**src/rtl/quad_gen_pkg.sv**
```systemverilog
// Shared types and defaults for the quad_gen function generator.
package quad_gen_pkg;

  typedef enum logic [1:0] {
    FUNC_ADD = 2'b00,
    FUNC_SUB = 2'b01,
    FUNC_MUL = 2'b10,
    FUNC_XOR = 2'b11
  } func_e;

  localparam int unsigned DEFAULT_WIDTH = 4;

endpackage

```
**src/rtl/quad_gen_core.sv**
```systemverilog
// Combinational datapath: selects one of four modulo-2^WIDTH functions of a and b.
module quad_gen_core
  import quad_gen_pkg::*;
#(
  parameter int unsigned WIDTH = DEFAULT_WIDTH
) (
  input  logic [1:0]       func,
  input  logic [WIDTH-1:0] a,
  input  logic [WIDTH-1:0] b,
  output logic [WIDTH-1:0] next_result
);

  // All operations are evaluated in a WIDTH-bit context, so carries and high
  // product bits are dropped by the assignment itself.
  always_comb begin
    next_result = '0;
    case (func_e'(func))
      FUNC_ADD: next_result = a + b;
      FUNC_SUB: next_result = a - b;
      FUNC_MUL: next_result = a * b;
      FUNC_XOR: next_result = a ^ b;
      default:  next_result = '0;
    endcase
  end

endmodule

```
**src/rtl/quad_gen.sv**
```systemverilog
// Registered function generator: one-cycle latency, async active-low reset.
module quad_gen
  import quad_gen_pkg::*;
#(
  parameter int unsigned WIDTH = DEFAULT_WIDTH
) (
  input  logic             clk,
  input  logic             rst_n,
  input  logic [1:0]       func,
  input  logic [WIDTH-1:0] a,
  input  logic [WIDTH-1:0] b,
  output logic [WIDTH-1:0] result
);

  logic [WIDTH-1:0] next_result;

  quad_gen_core #(
    .WIDTH(WIDTH)
  ) u_core (
    .func        (func),
    .a           (a),
    .b           (b),
    .next_result (next_result)
  );

  always_ff @(posedge clk or negedge rst_n) begin
    if (!rst_n) begin
      result <= '0;
    end else begin
      result <= next_result;
    end
  end

endmodule

```
**config.mk**
```make
export PLATFORM = sky130hd
export DESIGN_NAME = quad_gen
export DESIGN_NICKNAME = d
export VERILOG_FILES = /design/src/rtl/quad_gen_pkg.sv /design/src/rtl/quad_gen_core.sv /design/src/rtl/quad_gen.sv
export SDC_FILE = /design/constraint.sdc
export NUM_CORES = 1
export LEC_CHECK = 0
export ABC_CLOCK_PERIOD_IN_PS = 800
export BUFFER_PORTS_ARGS = -buffer_cell sky130_fd_sc_hd__buf_2
export CORE_AREA = 2 2 39 41
export DETAILED_ROUTE_END_ITERATION = 12
export DIE_AREA = 0 0 41 43
export HOLD_SLACK_MARGIN = 0.12
export PLACE_DENSITY_LB_ADDON = 0.05
export SLEW_MARGIN = 5
export SYNTH_ARGS = -nofsm -noshare
export SYNTH_HDL_FRONTEND = slang
export SYNTH_SLANG_ARGS = --single-unit
```
**constraint.sdc**
```tcl
create_clock -name clk -period 0.8 [get_ports clk]
set_input_delay 0.24 -clock clk [delete_from_list [all_inputs] [get_ports clk]]
set_output_delay 0.24 -clock clk [all_outputs]
set_load 0.1 [all_outputs]
```
# Word level (Yosys, flattened, before mapping)

Index checks and enable logic that the tools add are counted.

Bits in latches: 0
Bits in writable memories: 0
Bits in read-only memories: 0
Register bits after elaboration: 4
Logic and storage cells: 10
Bits of input ports: 12
Memories kept: 0

Reduce and logical (&&, ||, !) cells: 1
$mul: 1
Div/mod/pow operators: 0
Add/sub/neg operators: 2
Muxes and demuxes: 1
Bitwise gates (word level): 1
Equal/unequal tests: 3
Shifts and indexed selects: 0
Order comparisons: 0

Operators by type and width:

| operator             | count |
|---|---|
| $pmux W4 S4          | 1 |
| $add A4 B4 Y4        | 1 |
| $eq A2 B2 Y1 const B | 2 |
| $mul A4 B4 Y4        | 1 |
| $sub A4 B4 Y4        | 1 |
| $xor A4 B4 Y4        | 1 |
| $eq A2 B1 Y1 const B | 1 |
| $logic_not A2 Y1     | 1 |

# Longest topological paths before layout

Gate-level depths: netlist of the first run.

Depth in word-level cells: 2
Mapped depth: 10
Mapped depth without buffers: 10

# Modules after synthesis

Synthesis of the first run repeated with hierarchy kept, for this count alone.

Cells, all modules: 64
Area, all modules: 564.3 um2

By module, submodules not included:

| module        | sequential area each (um2) | times used | area each (um2) | cells an instance |
|---|---|---|---|---|
| quad_gen_core | 0.0                        | 1          | 464.2           | 60 |
| quad_gen      | 100.1                      | 1          | 100.1           | 4 |

# Worst setup path after synthesis of the first run

Ideal clock, no wire load.

Kind: input to register
Start point: input func[0]
End point: register result[3]
Buffers on the path: 1
Setup time: 0.133 ns
Data arrival time: 1.790 ns
Path slack: -1.122 ns
Cell stages on the path: 10
Path through: clkbuf_1 nand2b_1 nand2b_1 xor2_1 ha_1 a21oi_1 nand2_1 mux2_2 a21oi_2 o211ai_1

Longest elaborated chain between the ends: 2
Elaborated cells on any way between the ends: 5

Ends and longest elaborated chain:

| what                                 | RTL line            | RTL |
|---|---|---|
| start, declared                      | quad_gen.sv:9       | `input logic [1:0] func,` |
| $eq A2 B2 Y1 (tied with other cells) | quad_gen_core.sv:17 | `case (func_e'(func))` |
| $pmux W4 S4 (*)                      | quad_gen_core.sv:17 |  |
| via next_result[3]                   | quad_gen.sv:15      | `logic [WIDTH-1:0] next_result;` |
| end signal, assigned                 | quad_gen.sv:30      | `result <= next_result;` |
| end, declared                        | quad_gen.sv:12      | `output logic [WIDTH-1:0] result` |

Mark *: on every way through the listed nets, which the timed path passes. The rest lies on a longest branch.

# Worst setup path in the final report of the first run

Start point: input b[1]
End point: register result[3]

Longest elaborated chain between the ends: 2
Elaborated cells on any way between the ends: 4

Ends and longest elaborated chain:

| what                                  | RTL line            | RTL |
|---|---|---|
| start, declared                       | quad_gen.sv:11      | `input logic [WIDTH-1:0] b,` |
| $mul A4 B4 Y4 (tied with other cells) | quad_gen_core.sv:20 | `FUNC_MUL: next_result = a * b;` |
| $pmux W4 S4 (*)                       | quad_gen_core.sv:17 |  |
| via next_result[3]                    | quad_gen.sv:15      |  |

Marks and branches as above.

==> results.sh, run 1 <==
export IMPL_synth_common_cells="ha_1, xnor2_1, nand2_1"
export IMPL_nets=122
export IMPL_status="finished, violations left"
export IMPL_fmax_mhz=569
export IMPL_cts_buffers=3
export IMPL_antenna_left=0
export IMPL_critPathArrivalTime_ps=1860
export IMPL_worst_pin_slew_ps=290
export IMPL_grt_pass1_vias=522
export IMPL_syn2layout_area_growth_pct=84.3
export IMPL_largest_reg_flops=4
export IMPL_cp_end_kind="register"
export IMPL_wl_per_cell_um=11.4
export IMPL_worst_endpoint_required_ps=900
export IMPL_numClockSinks=4
export IMPL_synth_top_area_share_pct=22.2
export IMPL_fin_util_pct=75.1
export IMPL_clk_path_buf_depth=2
export IMPL_grt_ovfl_total=0
export IMPL_finalCriticalPeriod_ps=1760
export IMPL_maxCapViolCount=0
export IMPL_die_h_um=43
export IMPL_grt_start_max_net_pins=10
export IMPL_power_switching_uw=648
export IMPL_layout_area_seq_um2=115
export IMPL_power_density_nw_per_um2=1480
export IMPL_drc_errors=0
export IMPL_multiInputGateArea_um2=557
export IMPL_fp_dieArea_um2=1760
export IMPL_cts_tree="built"
export IMPL_switching_share_pct=42.0
export IMPL_synth_area_top_cells="ha_1, dfrtp_1, xnor2_1, mux2i_1, nand2_1"
export IMPL_p_leak_nw=0.468
export IMPL_die_x_um=41
export IMPL_critPathMaxFanout=3
export IMPL_syn_area_um2=564
export IMPL_ys_ff_latch=4
export IMPL_port_buffers=15
export IMPL_top_regs="result (4)"
export IMPL_htreeDepth=1
export IMPL_diodes=0
export IMPL_worstSetupPathType="in -> reg"
export IMPL_clkSlewWorstSetupHoldPaths_ps=40
export IMPL_hold_slack_ps=339
export IMPL_drt_iter0_drc=2
export IMPL_hold_violations=0
export IMPL_syn_area_per_cell_um2=8.82
export IMPL_fin_crit_sh_pct=220
export IMPL_synth_warnings=0
export IMPL_p_comb_share_pct=64.9
export IMPL_slew_headroom_pct=80.6
export IMPL_hp_class="in -> async"
export IMPL_antenna_found_initial=0
export IMPL_initial_core_util_pct=40.8
export IMPL_rsz0062_at_grt="yes"
export IMPL_ys_types=23
export IMPL_power_frac_seq_pct=19.1
export IMPL_vias_per_cell=4.71
export IMPL_drv_slew=0
export IMPL_num_rows=14
export IMPL_syn_nets=87
export IMPL_core_area_um2=1380
export IMPL_cts_root_buf="clkbuf_4"
export IMPL_gp_congestion=0.745
export IMPL_max_vdd_ir_drop_uv=1040
export IMPL_regMostFlops="result"
export IMPL_layout_drive_gt1_share_pct=60.8
export IMPL_grt_usage_pct=18.2
export IMPL_yosysMostFrequentCell="ha_1"
export IMPL_ios=16
export IMPL_routed_wl_um=1290
export IMPL_synthFlopType="dfrtp_1"
export IMPL_yosys_area_top_type="ha_1"
export IMPL_violations="setup timing"
export IMPL_vias=532
export IMPL_setup_viol=7
export IMPL_worst_slack_ps=-956
export IMPL_syn_inst=64
export IMPL_p_clk_share_pct=16.0
export IMPL_hpwl_um=1020
export IMPL_grt_pass1_wl_um=2210
export IMPL_fillers=90
export IMPL_cp_start_kind="primary input"
export IMPL_synth_edf_count=0
export IMPL_firstDrtPassIters=2
export IMPL_yosysSeqAreaShare_pct=17.7
export IMPL_p_int_uw=895
export IMPL_synthArstFlopShare_pct=100
layer usage:
layer | GRT usage [%] | vias up | share of wire, %
met3 | 5.24 | 0 | 3.9
met1 | 23.9 | 238 | 45
met4 | 4.00 | 0 | 0
li1 | - | 283 | -
met2 | 28.4 | 11 | 51
met5 | 0 | - | 0
logic make-up after synthesis:
kind of cell	Yosys count	share of synthesized area [%]
and+or+nand+nor	21	18.8
xor gates and xnor gates	11	18.4
adders and majority gates	11	25.7
AOI/OAI and AO/OA	7	7.76
buffers and inverters	6	4.21
muxes	4	7.32
DFF	4	17.7
layout make-up:
| class | count | share of cell area (%) |
|---|---|---|
| multi-input cells | 54 | 53.5 |
| repair buffers | 32 | 28.2 |
| flip-flops and latches | 4 | 11.1 |
| inverters | 4 | 3.13 |
| clock buffers | 3 | 2.17 |
| well taps | 16 | 1.93 |
path summary, 6_finish.rpt:
path | from | to | slack, ps
worst max-delay path | b[1] | result[3] | -960
worst min-delay path | rst_n | result[0] | 340
max in group asynchronous | rst_n | result[2] | 320
min in group clk | func[1] | result[2] | 360
stage by stage:
stage | power (mW) | TNS [ps] | instance area [µm²] | setup WS [ps] | cells
6_report | 1.54 | -3290 | 1040 | -956 | 113
5_1_grt | 1.62 | -3500 | 1040 | -1010 | 113
4_1_cts | 1.49 | -3500 | 968 | -972 | 113
3_3_place_gp | 1.18 | -3790 | 880 | -1320 | 107
2_1_floorplan | 0.852 | -2600 | 648 | -1050 | 64
3_5_place_dp | 1.19 | -3860 | 880 | -1360 | 107
timing repair:
item,in CTS,in global routing
gates resized for setup,12,12
hold buffers,1,0
endpoints found under the hold margin,4,0
buffers inserted,2,0
pin swaps,11,7
setup endpoints to repair,8,8
cell usage in the layout (no fill, tap or decap), types with 2 or more instances in the layout:
cell type	n
xnor2_1	7
and2_1	3
ha_4	5
buf_12	5
nand2b_4	2
clkbuf_4	3
xor2_1	2
o211ai_1	2
a21oi_2	3
nor2_1	3
nor3_1	2
ha_1	4
buf_2	8
dfrtp_4	4
mux2i_1	2
buf_6	2
buf_4	16
nand2_1	5
worst max-delay path, cell delays in order:
cell and delay (ps):
buf_12 100, inv_12 30, ha_4 130, nand2b_4 130
xor2_1 140, ha_1 310, a21oi_2 140, nand2_2 100
mux2_4 310, a21oi_2 130, o211ai_1 100
power by group through the flow:
stage	Sequential (mW)	Clock, mW	Combinational, mW
finish	0.295	0.247	1.00
global placement	0.296	0	0.884
CTS	0.296	0.253	0.944
floorplan	0.553	0	0.299
global route	0.299	0.261	1.06
detailed placement	0.298	0	0.890
(Power assumes the default switching activity.)
==> inputs of run 2 (changes only) <==
--- a/config.mk
+++ b/config.mk
@@ -5,7 +5,7 @@
 export SDC_FILE = /design/constraint.sdc
 export NUM_CORES = 1
 export LEC_CHECK = 0
-export ABC_CLOCK_PERIOD_IN_PS = 800
+export ABC_CLOCK_PERIOD_IN_PS = 1900
 export BUFFER_PORTS_ARGS = -buffer_cell sky130_fd_sc_hd__buf_2
 export CORE_AREA = 2 2 39 41
 export DETAILED_ROUTE_END_ITERATION = 12
==> constraint.sdc (replaced) <==
create_clock -name clk -period 1.9 [get_ports clk]
set_input_delay 0.57 -clock clk [delete_from_list [all_inputs] [get_ports clk]]
set_output_delay 0.57 -clock clk [all_outputs]
set_load 0.1 [all_outputs]
==> run 2 against run 1 <==
- the run still ends with setup timing left
- final area down 17%
- global-route usage down 3.0 points
- combinational power down 66%
- largest cell class unchanged
- critical endpoint unchanged
- cell count down 4.4%
==> results.sh, run 2 (same netlist as run 1, synthesis figures left out) <==
export IMPL_status="finished, violations left"
export IMPL_violations="setup timing"
export IMPL_drv_slew=0
export IMPL_cts_buffers=3
export IMPL_finalCriticalPeriod_ps=2080
export IMPL_gp_congestion=0.730
export IMPL_dp_cells=105
export IMPL_drc_errors=0
export IMPL_fin_util_pct=62.5
export IMPL_clkSlewWorstSetupHoldPaths_ps=40
export IMPL_timing_critical_path_max_delay_family="adder cells"
export IMPL_cp_end_kind="register"
export IMPL_slew_headroom_pct=67.9
export IMPL_slowest_delay_ps=310
export IMPL_layout_commonest_cell="buf_2"
export IMPL_drt_iter0_drc=6
export IMPL_hp_class="in -> async"
export IMPL_critPathArrivalTime_ps=2190
export IMPL_fin_crit_sh_pct=110
export IMPL_final_cells=108
export IMPL_layout_common_cells="buf_2, buf_4, xnor2_1"
export IMPL_clk_path_buf_depth=2
export IMPL_wl_per_cell_um=10.9
export IMPL_vias=511
export IMPL_max_vdd_ir_drop_uv=429
export IMPL_cts_tree="built"
export IMPL_path_buf_inv=2
export IMPL_firstDrtPassIters=2
export IMPL_cts_hold_fix_buffers=0
export IMPL_p_leak_nw=0.428
export IMPL_vias_per_cell=4.73
export IMPL_worstSetupPathType="in -> reg"
export IMPL_fmax_mhz=480
export IMPL_largest_reg_flops=4
export IMPL_grt_ovfl_total=0
export IMPL_hold_slack_ps=136
export IMPL_critPathMaxFanout=4
export IMPL_total_power_uw=548
export IMPL_antenna_left=0
export IMPL_top_regs="result (4)"
export IMPL_worst_slack_ps=-184
export IMPL_regMostFlops="result"
export IMPL_port_buffers=15
export IMPL_ios=16
export IMPL_cp_cell_sequence="buf_12 -> inv_12 -> ha_4 -> nand2b_4 -> xor2_1 -> ha_1 -> a21oi_2 -> nand2_2 -> mux2_4 -> a21oi_2 -> o211ai_1"
export IMPL_hold_violations=0
export IMPL_cts_root_buf="clkbuf_4"
export IMPL_nets=117
export IMPL_grt_pass1_wl_um=1850
export IMPL_crit_top_cell="a21oi_2"
export IMPL_layout_drive_gt1_share_pct=48.9
export IMPL_num_rows=14
export IMPL_maxCapViolCount=0
export IMPL_grt_usage_pct=15.2
export IMPL_worst_endpoint_required_ps=2000
export IMPL_postCtsSetupBuffers=0
export IMPL_grt_pass1_vias=474
export IMPL_initial_core_util_pct=40.8
export IMPL_crit_path_top_delay_cell="ha_1"
export IMPL_setup_viol=1
export IMPL_fillers=131
export IMPL_grt_start_max_net_pins=10
export IMPL_diodes=0
export IMPL_fp_dieArea_um2=1760
export IMPL_die_h_um=43
export IMPL_die_x_um=41
export IMPL_numClockSinks=4
export IMPL_htreeDepth=1
export IMPL_rsz0062_at_grt="yes"
export IMPL_syn2layout_area_growth_pct=53.2
export IMPL_routed_wl_um=1170
export IMPL_core_area_um2=1380
export IMPL_cp_start_kind="primary input"
export IMPL_power_density_nw_per_um2=634
export IMPL_worst_pin_slew_ps=485
export IMPL_hpwl_um=1020
export IMPL_antenna_found_initial=0
run 2: changes by cell type in the layout (fill, tap and decap cells not counted), moves of 2 or more:
cell / previous run / this run
buf_2: 8 / 13
buf_12: 5 / 1
buf_4: 16 / 12
dfrtp_1: 0 / 4
dfrtp_4: 4 / 0
ha_4: 5 / 2
ha_1: 4 / 6
run 2: through the flow:
step,setup TNS [ps],setup slack (ps),instance area [µm²]
2_1_floorplan,-309,-277,633
3_3_place_gp,-1020,-553,790
3_5_place_dp,-1080,-587,790
4_1_cts,-202,-202,836
5_1_grt,-235,-235,865
6_report,-184,-184,865
run 2: routing by layer:
layer | vias to the layer above | routed length [µm] | part of all wire, % | global-route usage (%)
met1 | 229 | 537 | 46 | 19.2
met4 | 0 | 0 | 0 | 2.00
li1 | 271 | - | - | -
met3 | 0 | 50 | 4.3 | 6.28
met5 | - | 0 | 0 | 0
met2 | 11 | 584 | 50 | 24.1
run 2: layout make-up:
type / instances / area, µm² / share of cell area, %
clock buffers: 3 / 22.5 / 2.60
inverters: 4 / 32.5 / 3.76
multi-input cells: 54 / 503 / 58.2
flip-flops and latches: 4 / 100 / 11.6
well taps: 16 / 20.0 / 2.32
repair buffers: 27 / 186 / 21.6
run 2: final timing paths:
| kind | end | startpoint | depth (start not counted) |
|---|---|---|---|
| min | result[0] | rst_n | 1 |
| max in group asynchronous | result[1] | rst_n | 1 |
| min in group clk | result[1] | func[1] | 3 |
| max | result[3] | b[1] | 11 |
run 2: power breakdown:
group          total [mW]  internal (mW)  switching (mW)
Combinational       0.341          0.125           0.216
Clock               0.103         0.0705          0.0322
Sequential          0.104          0.101         0.00298
run 2: timing repair:
item	4_1_cts	5_1_grt
resized for setup	7	6
pin swaps	7	5
setup endpoints to repair	2	2
